### src/rtl/vga_timing_generator_if.sv
// Pixel-side bundle between the VGA timing generator and the display blocks / VGA pins.
// master = timing generator, slave = display/observer side.
interface vga_timing_generator_if;
  logic [9:0] o_H_Counter;
  logic [9:0] o_V_Counter;
  logic       o_Frame_Start;
  logic [8:0] i_VGA_Pixel;
  logic       o_VGA_HSync;
  logic       o_VGA_VSync;
  logic [2:0] o_VGA_Red;
  logic [2:0] o_VGA_Grn;
  logic [2:0] o_VGA_Blu;

  modport master (
    output o_H_Counter, o_V_Counter, o_Frame_Start,
    output o_VGA_HSync, o_VGA_VSync, o_VGA_Red, o_VGA_Grn, o_VGA_Blu,
    input  i_VGA_Pixel
  );

  modport slave (
    input  o_H_Counter, o_V_Counter, o_Frame_Start,
    input  o_VGA_HSync, o_VGA_VSync, o_VGA_Red, o_VGA_Grn, o_VGA_Blu,
    output i_VGA_Pixel
  );
endinterface

### src/rtl/vga_timing_generator.sv
// VGA timing generator: free-running H/V counters, sync/blank delay line aligned to the returned pixel.
// Optional macro TEST_PATTERN_EN replaces the incoming pixel with eight 80-column colour bars.
module vga_timing_generator #(
  parameter int TOTAL_COLS    = 800,
  parameter int TOTAL_ROWS    = 525,
  parameter int ACTIVE_COLS   = 640,
  parameter int ACTIVE_ROWS   = 480,
  parameter int H_FRONT_PORCH = 16,
  parameter int H_SYNC_WIDTH  = 96,
  parameter int V_FRONT_PORCH = 10,
  parameter int V_SYNC_WIDTH  = 2,
  parameter int PIXEL_LATENCY = 2
) (
  input  logic                  i_Clk,
  input  logic                  i_Rst,
  vga_timing_generator_if.master vga
);

  localparam logic [9:0]  H_LAST = 10'(TOTAL_COLS - 1);
  localparam logic [9:0]  V_LAST = 10'(TOTAL_ROWS - 1);
  localparam logic [10:0] H_ACT  = 11'(ACTIVE_COLS);
  localparam logic [10:0] V_ACT  = 11'(ACTIVE_ROWS);
  localparam logic [10:0] HS_BEG = 11'(ACTIVE_COLS + H_FRONT_PORCH);
  localparam logic [10:0] HS_END = 11'(ACTIVE_COLS + H_FRONT_PORCH + H_SYNC_WIDTH);
  localparam logic [10:0] VS_BEG = 11'(ACTIVE_ROWS + V_FRONT_PORCH);
  localparam logic [10:0] VS_END = 11'(ACTIVE_ROWS + V_FRONT_PORCH + V_SYNC_WIDTH);

  // Control word layout: {hsync, vsync, active[, bar index]}
`ifdef TEST_PATTERN_EN
  localparam int CW = 6;
`else
  localparam int CW = 3;
`endif
  localparam logic [CW-1:0] CTRL_IDLE = {2'b11, {(CW-2){1'b0}}};

  if (ACTIVE_COLS + H_FRONT_PORCH + H_SYNC_WIDTH > TOTAL_COLS) begin : g_bad_h
    $error("vga_timing_generator: horizontal active+porch+sync exceeds TOTAL_COLS");
  end
  if (ACTIVE_ROWS + V_FRONT_PORCH + V_SYNC_WIDTH > TOTAL_ROWS) begin : g_bad_v
    $error("vga_timing_generator: vertical active+porch+sync exceeds TOTAL_ROWS");
  end
  if (TOTAL_COLS > 1024 || TOTAL_ROWS > 1024) begin : g_bad_total
    $error("vga_timing_generator: TOTAL_COLS/TOTAL_ROWS must not exceed 1024");
  end
  if (PIXEL_LATENCY < 0 || PIXEL_LATENCY > 7) begin : g_bad_lat
    $error("vga_timing_generator: PIXEL_LATENCY must be in 0..7");
  end

`ifdef TEST_PATTERN_EN
  function automatic logic [2:0] bar_index(input logic [9:0] h);
    logic [2:0] k;
    k = '0;
    for (int i = 1; i < 8; i++) begin
      if (h >= 10'(80 * i)) k = 3'(i);
    end
    return k;
  endfunction
`endif

  logic [9:0] h_q, h_d;
  logic [9:0] v_q, v_d;
  logic       fs_q, fs_d;

  always_comb begin
    h_d = h_q + 10'd1;
    v_d = v_q;
    if (h_q == H_LAST) begin
      h_d = '0;
      v_d = (v_q == V_LAST) ? '0 : v_q + 10'd1;
    end
    fs_d = (h_d == '0) && (v_d == '0);
  end

  // fs_q resets high because the counters reset to the origin; the pin is held low while in reset.
  always_ff @(posedge i_Clk or posedge i_Rst) begin
    if (i_Rst) begin
      h_q  <= '0;
      v_q  <= '0;
      fs_q <= 1'b1;
    end else begin
      h_q  <= h_d;
      v_q  <= v_d;
      fs_q <= fs_d;
    end
  end

  logic hs_raw, vs_raw, active_raw;

  always_comb begin
    hs_raw     = !(({1'b0, h_q} >= HS_BEG) && ({1'b0, h_q} < HS_END));
    vs_raw     = !(({1'b0, v_q} >= VS_BEG) && ({1'b0, v_q} < VS_END));
    active_raw = ({1'b0, h_q} < H_ACT) && ({1'b0, v_q} < V_ACT);
  end

  logic [CW-1:0] ctrl_raw;
  logic [CW-1:0] ctrl_dly;

`ifdef TEST_PATTERN_EN
  assign ctrl_raw = {hs_raw, vs_raw, active_raw, bar_index(h_q)};
`else
  assign ctrl_raw = {hs_raw, vs_raw, active_raw};
`endif

  // Delay line matching the display blocks' pixel latency
  if (PIXEL_LATENCY == 0) begin : g_no_dly
    assign ctrl_dly = ctrl_raw;
  end else begin : g_dly
    logic [CW-1:0] dly_q [PIXEL_LATENCY];

    always_ff @(posedge i_Clk or posedge i_Rst) begin
      if (i_Rst) begin
        for (int i = 0; i < PIXEL_LATENCY; i++) dly_q[i] <= CTRL_IDLE;
      end else begin
        dly_q[0] <= ctrl_raw;
        for (int i = 1; i < PIXEL_LATENCY; i++) dly_q[i] <= dly_q[i-1];
      end
    end

    assign ctrl_dly = dly_q[PIXEL_LATENCY-1];
  end

  logic [8:0] pix_src;
  logic [8:0] rgb_d, rgb_q;
  logic       hs_q, vs_q;

`ifdef TEST_PATTERN_EN
  assign pix_src = {{3{ctrl_dly[2]}}, {3{ctrl_dly[1]}}, {3{ctrl_dly[0]}}};
`else
  assign pix_src = vga.i_VGA_Pixel;
`endif

  assign rgb_d = ctrl_dly[CW-3] ? pix_src : 9'd0;

  // Output register onto the pins
  always_ff @(posedge i_Clk or posedge i_Rst) begin
    if (i_Rst) begin
      hs_q  <= 1'b1;
      vs_q  <= 1'b1;
      rgb_q <= '0;
    end else begin
      hs_q  <= ctrl_dly[CW-1];
      vs_q  <= ctrl_dly[CW-2];
      rgb_q <= rgb_d;
    end
  end

  assign vga.o_H_Counter   = h_q;
  assign vga.o_V_Counter   = v_q;
  assign vga.o_Frame_Start = fs_q & ~i_Rst;
  assign vga.o_VGA_HSync   = hs_q;
  assign vga.o_VGA_VSync   = vs_q;
  assign vga.o_VGA_Red     = rgb_q[8:6];
  assign vga.o_VGA_Grn     = rgb_q[5:3];
  assign vga.o_VGA_Blu     = rgb_q[2:0];

endmodule

### src/flat_wrapper.sv
// flat-port wrapper written by rule: the top's interface ports become plain ports
module vga_timing_generator_flat 
#(
  parameter int TOTAL_COLS    = 800,
  parameter int TOTAL_ROWS    = 525,
  parameter int ACTIVE_COLS   = 640,
  parameter int ACTIVE_ROWS   = 480,
  parameter int H_FRONT_PORCH = 16,
  parameter int H_SYNC_WIDTH  = 96,
  parameter int V_FRONT_PORCH = 10,
  parameter int V_SYNC_WIDTH  = 2,
  parameter int PIXEL_LATENCY = 2
)
  (i_Clk, i_Rst, vga_o_H_Counter, vga_o_V_Counter, vga_o_Frame_Start, vga_o_VGA_HSync, vga_o_VGA_VSync, vga_o_VGA_Red, vga_o_VGA_Grn, vga_o_VGA_Blu, vga_i_VGA_Pixel);
  vga_timing_generator_if vga_i ();
  input  logic i_Clk;
  input  logic i_Rst;
  output wire logic [$bits(vga_i.o_H_Counter)-1:0] vga_o_H_Counter;
  output wire logic [$bits(vga_i.o_V_Counter)-1:0] vga_o_V_Counter;
  output wire logic [$bits(vga_i.o_Frame_Start)-1:0] vga_o_Frame_Start;
  output wire logic [$bits(vga_i.o_VGA_HSync)-1:0] vga_o_VGA_HSync;
  output wire logic [$bits(vga_i.o_VGA_VSync)-1:0] vga_o_VGA_VSync;
  output wire logic [$bits(vga_i.o_VGA_Red)-1:0] vga_o_VGA_Red;
  output wire logic [$bits(vga_i.o_VGA_Grn)-1:0] vga_o_VGA_Grn;
  output wire logic [$bits(vga_i.o_VGA_Blu)-1:0] vga_o_VGA_Blu;
  input wire logic [$bits(vga_i.i_VGA_Pixel)-1:0] vga_i_VGA_Pixel;
  assign vga_o_H_Counter = vga_i.o_H_Counter;
  assign vga_o_V_Counter = vga_i.o_V_Counter;
  assign vga_o_Frame_Start = vga_i.o_Frame_Start;
  assign vga_o_VGA_HSync = vga_i.o_VGA_HSync;
  assign vga_o_VGA_VSync = vga_i.o_VGA_VSync;
  assign vga_o_VGA_Red = vga_i.o_VGA_Red;
  assign vga_o_VGA_Grn = vga_i.o_VGA_Grn;
  assign vga_o_VGA_Blu = vga_i.o_VGA_Blu;
  assign vga_i.i_VGA_Pixel = vga_i_VGA_Pixel;
  vga_timing_generator #(.TOTAL_COLS(TOTAL_COLS), .TOTAL_ROWS(TOTAL_ROWS), .ACTIVE_COLS(ACTIVE_COLS), .ACTIVE_ROWS(ACTIVE_ROWS), .H_FRONT_PORCH(H_FRONT_PORCH), .H_SYNC_WIDTH(H_SYNC_WIDTH), .V_FRONT_PORCH(V_FRONT_PORCH), .V_SYNC_WIDTH(V_SYNC_WIDTH), .PIXEL_LATENCY(PIXEL_LATENCY)) u_core (.i_Clk(i_Clk), .i_Rst(i_Rst), .vga(vga_i));
endmodule
### config.mk
export PLATFORM = sky130hd
export DESIGN_NAME = vga_timing_generator_flat
export DESIGN_NICKNAME = d
export VERILOG_FILES = /design/src/rtl/vga_timing_generator_if.sv /design/src/rtl/vga_timing_generator.sv /design/src/flat_wrapper.sv
export SDC_FILE = /design/constraint.sdc
export NUM_CORES = 1
export LEC_CHECK = 0
export BUFFER_PORTS_ARGS = -buffer_cell sky130_fd_sc_hd__buf_2
export CAP_MARGIN = 20
export CELL_PAD_IN_SITES_DETAIL_PLACEMENT = 1
export CELL_PAD_IN_SITES_GLOBAL_PLACEMENT = 2
export CORE_MARGIN = 10
export CORE_UTILIZATION = 34
export CTS_BUF_LIST = sky130_fd_sc_hd__clkbuf_8
export CTS_CLUSTER_SIZE = 28
export DETAILED_ROUTE_END_ITERATION = 7
export HOLD_SLACK_MARGIN = 0.03
export PLACE_DENSITY_LB_ADDON = 0.1
export SYNTH_ARGS = -nofsm -noshare
export SYNTH_HDL_FRONTEND = slang
export SYNTH_SLANG_ARGS = --single-unit
### constraint.sdc
create_clock -name i_Clk -period 2.7 [get_ports i_Clk]
set_clock_uncertainty 0.2 [all_clocks]
set_input_delay 0.27 -clock i_Clk [delete_from_list [all_inputs] [get_ports i_Clk]]
set_output_delay 0.27 -clock i_Clk [all_outputs]
set_load 0.01 [all_outputs]
==> impl_metrics.py <==
metrics = {
    "status": {
        "status": "finished, final reports clean",
    },
    "detailed_routing": {
        "wl_per_cell_um": 17.05,
        "firstDrtPassIters": 4,
        "wl_met1_mm": 2.358,
        "drc_errors": 0,
        "top_layer_used": "met4",
        "drt-initial-drc-count": 81,
        "dr_wl_met3_um": 336,
        "drtAntennaViolNets": 0,
        "wl_mm": 5.269,
        "viasPerCell": 5.068,
        "num_vias": 1566,
        "met2_length_mm": 2.522,
    },
    "layout": {
        "nNetsFinal": 253,
        "seqCellArea_um2": 959.7,
        "finish.utilization_pct": 46.57,
        "num-fill-cells": 589,
        "area_delta_synth_final_pct": 30.95,
        "multi_input_area_um2": 807.0,
        "layout-drive-gt1-share_pct": 33.05,
        "final_cell_mix": "42 x buf_2, 31 x dfrtp_1, 18 x nand2_1",
        "finalNonFillerCells": 309,
        "n_antenna_cell": 0,
        "final_common_cell": "buf_2",
        "final_area_mm2": 0.002409,
    },
    "timing": {
        "slew_headroom_pct": 71.74,
        "finalCritPeriodShare_pct": 91.08,
        "fin_tns_setup_ns": 0,
        "max_freq_mhz": 406.7,
        "rsz0062_at_grt": "no",
        "setup_slack_ns": 0.2410,
        "finalHoldWorstSlack_ns": 0.1564,
        "hold_viol": 0,
        "fin_crit_ns": 2.459,
        "worst_pin_slew_ns": 0.4239,
        "report.final.slew_viol_count": 0,
        "setup_viol": 0,
    },
    "grt": {
        "grt_max_degree": 32,
        "grt_pass1_vias": 1698,
        "grt_antenna_before_repair": 0,
        "grt-ovfl-total": 0,
        "grt_usage_pct": 12.49,
        "grt_pass1_wl_mm": 8.769,
    },
    "synth": {
        "synth_edf_count": 0,
        "synth_seq_cells": 38,
        "syn_area_per_cell_um2": 10.45,
        "yosysWarnings": 0,
        "synth.net_count": 191,
        "syn_area_mm2": 0.001839,
        "netlist_top_cells_area": "dfrtp_1 42%, dfstp_2 10%, nand2_1 3.7%",
        "yosysTopAreaCell": "dfrtp_1",
        "synth_flop_cell": "dfrtp_1",
        "synth_top_cell_area_share_pct": 42.18,
        "synth.distinct_cells": 45,
        "synthArstFlopShare_pct": 100.0,
        "seq_area_frac_synth_pct": 52.18,
        "synthCells": 176,
    },
    "critical_path": {
        "r2r-start": "u_core.vga.o_H_Counter[0]",
        "critPathArrivalTime_ns": 2.46,
        "critPathLaunchType": "flop",
        "path_max_fanout": 7,
        "setup.worst_path.class": "flop to flop",
        "endpoint_kind": "flop",
        "cp-startpoint": "u_core.vga.o_H_Counter[0]",
        "crit_required_ns": 2.70,
        "r2r_cells": 7,
    },
    "die": {
        "num_rows": 26,
        "core_area_mm2": 0.005172,
        "start_util_pct": 35.56,
        "die_height_um": 93.55,
        "die_area_mm2": 0.008752,
        "die_w_um": 93.55,
        "ios": 43,
    },
    "power": {
        "total_power_mw": 1.227,
        "cellPowerDensity_mw_per_mm2": 509.6,
        "ir_worst_vdd_mv": 0.2439,
        "p_leak_nw": 1.138,
    },
    "clock_network": {
        "cts_buffer_depth": 2,
        "htree_levels": 2,
        "cts_tree": "yes",
        "cts_root_buf": "clkbuf_8",
        "clkTransAtPathRegs_ns": 0.07,
        "cts-buffers-inserted": 5,
        "insertion_delay_ns": 0.29,
        "cts.sink_count": 38,
    },
    "place": {
        "port_buffers": 42,
        "dp_cells": 288,
        "preCtsSetupSlack_ns": 0.2188,
        "hpwl_mm": 3.757,
        "gp_congestion": 0.8585,
        "placed_area_mm2": 0.002141,
    },
    "run": {
        "drv_cap": 0,
    },
    "hold_path": {
        "hold_path.class": "flop to flop",
        "min_from": "u_core.g_dly.dly_q[5]",
        "worstHoldPathCells": 0,
    },
}
where the power goes:
group	internal [mW]	switching, mW
Sequential	0.576	0.00175
Combinational	0.0235	0.0236
Clock	0.394	0.208
Total	0.994	0.234
kinds of logic after synthesis:
group,Yosys count,synth area share (%)
flops,38,52.18
fa+ha+maj,4,2.721
compound gates,26,10.07
xor+xnor,11,5.238
simple gates,82,25.71
buf+inv,15,4.081
layout make-up:
class                   instances  share of cell area [%]
flip-flops and latches         38                   39.84
multi-input cells             123                   33.51
repair buffers                 61                   15.69
inverters                       9                   1.403
well taps                      70                   3.636
clock inverters                 2                   2.494
clock buffers                   6                   3.429
synthesized netlist by cell type (3+ instances only):
| library cell | number |
|---|---|
| nand3_1 | 8 |
| o21ai_0 | 8 |
| o31ai_1 | 3 |
| or2_2 | 4 |
| buf_2 | 3 |
| ha_1 | 4 |
| nand4_1 | 6 |
| nor2_1 | 11 |
| nand2_1 | 18 |
| xnor2_1 | 7 |
| xor2_1 | 4 |
| and2_1 | 9 |
| dfstp_2 | 7 |
| a211o_1 | 3 |
| nor3_1 | 7 |
| or3_1 | 3 |
| inv_1 | 9 |
| dfrtp_1 | 31 |
state kept, by name (all words and copies together) (netlist names):
signal                  cells
u_core.fs_q                 1
u_core.vga.o_V_Counter     10
u_core.vga.o_VGA_VSync      1
u_core.ctrl_dly             3
u_core.rgb_q                9
u_core.vga.o_VGA_HSync      1
u_core.vga.o_H_Counter     10
u_core.g_dly.dly_q          3
routing by layer:
layer | up-vias | global-route usage [%]
met3 | 5 | 4.237
met4 | 0 | 3.797
met2 | 49 | 20.88
met5 | - | 0
li1 | 738 | -
met1 | 774 | 14.80
final timing paths:
check | end | slack, ns
worst max-delay path | u_core.fs_q | 0.24
worst min-delay path | u_core.ctrl_dly[2] | 0.16
worst max register to register | u_core.fs_q | 0.24
worst min register to register | u_core.ctrl_dly[2] | 0.16
max in group asynchronous | u_core.ctrl_dly[2] | 1.27
min in group asynchronous | u_core.vga.o_V_Counter[9] | 0.27
critical path, cell delays in order (launching register included):
cell and delay [ns]:
dfrtp_1 0.45, ha_2 0.27, nand4_2 0.23, or3_4 0.45, o21ai_2 0.17, and4bb_1 0.22
nand4_1 0.10, nor4b_2 0.27
what timing repair did:
action,CTS,global route
buffers inserted,0,3
hold buffers,10,0
endpoints found under the setup margin,0,1
hold endpoints to repair,16,0
gates resized for setup,0,1
No activity file was read; power rests on OpenSTA's default activity.
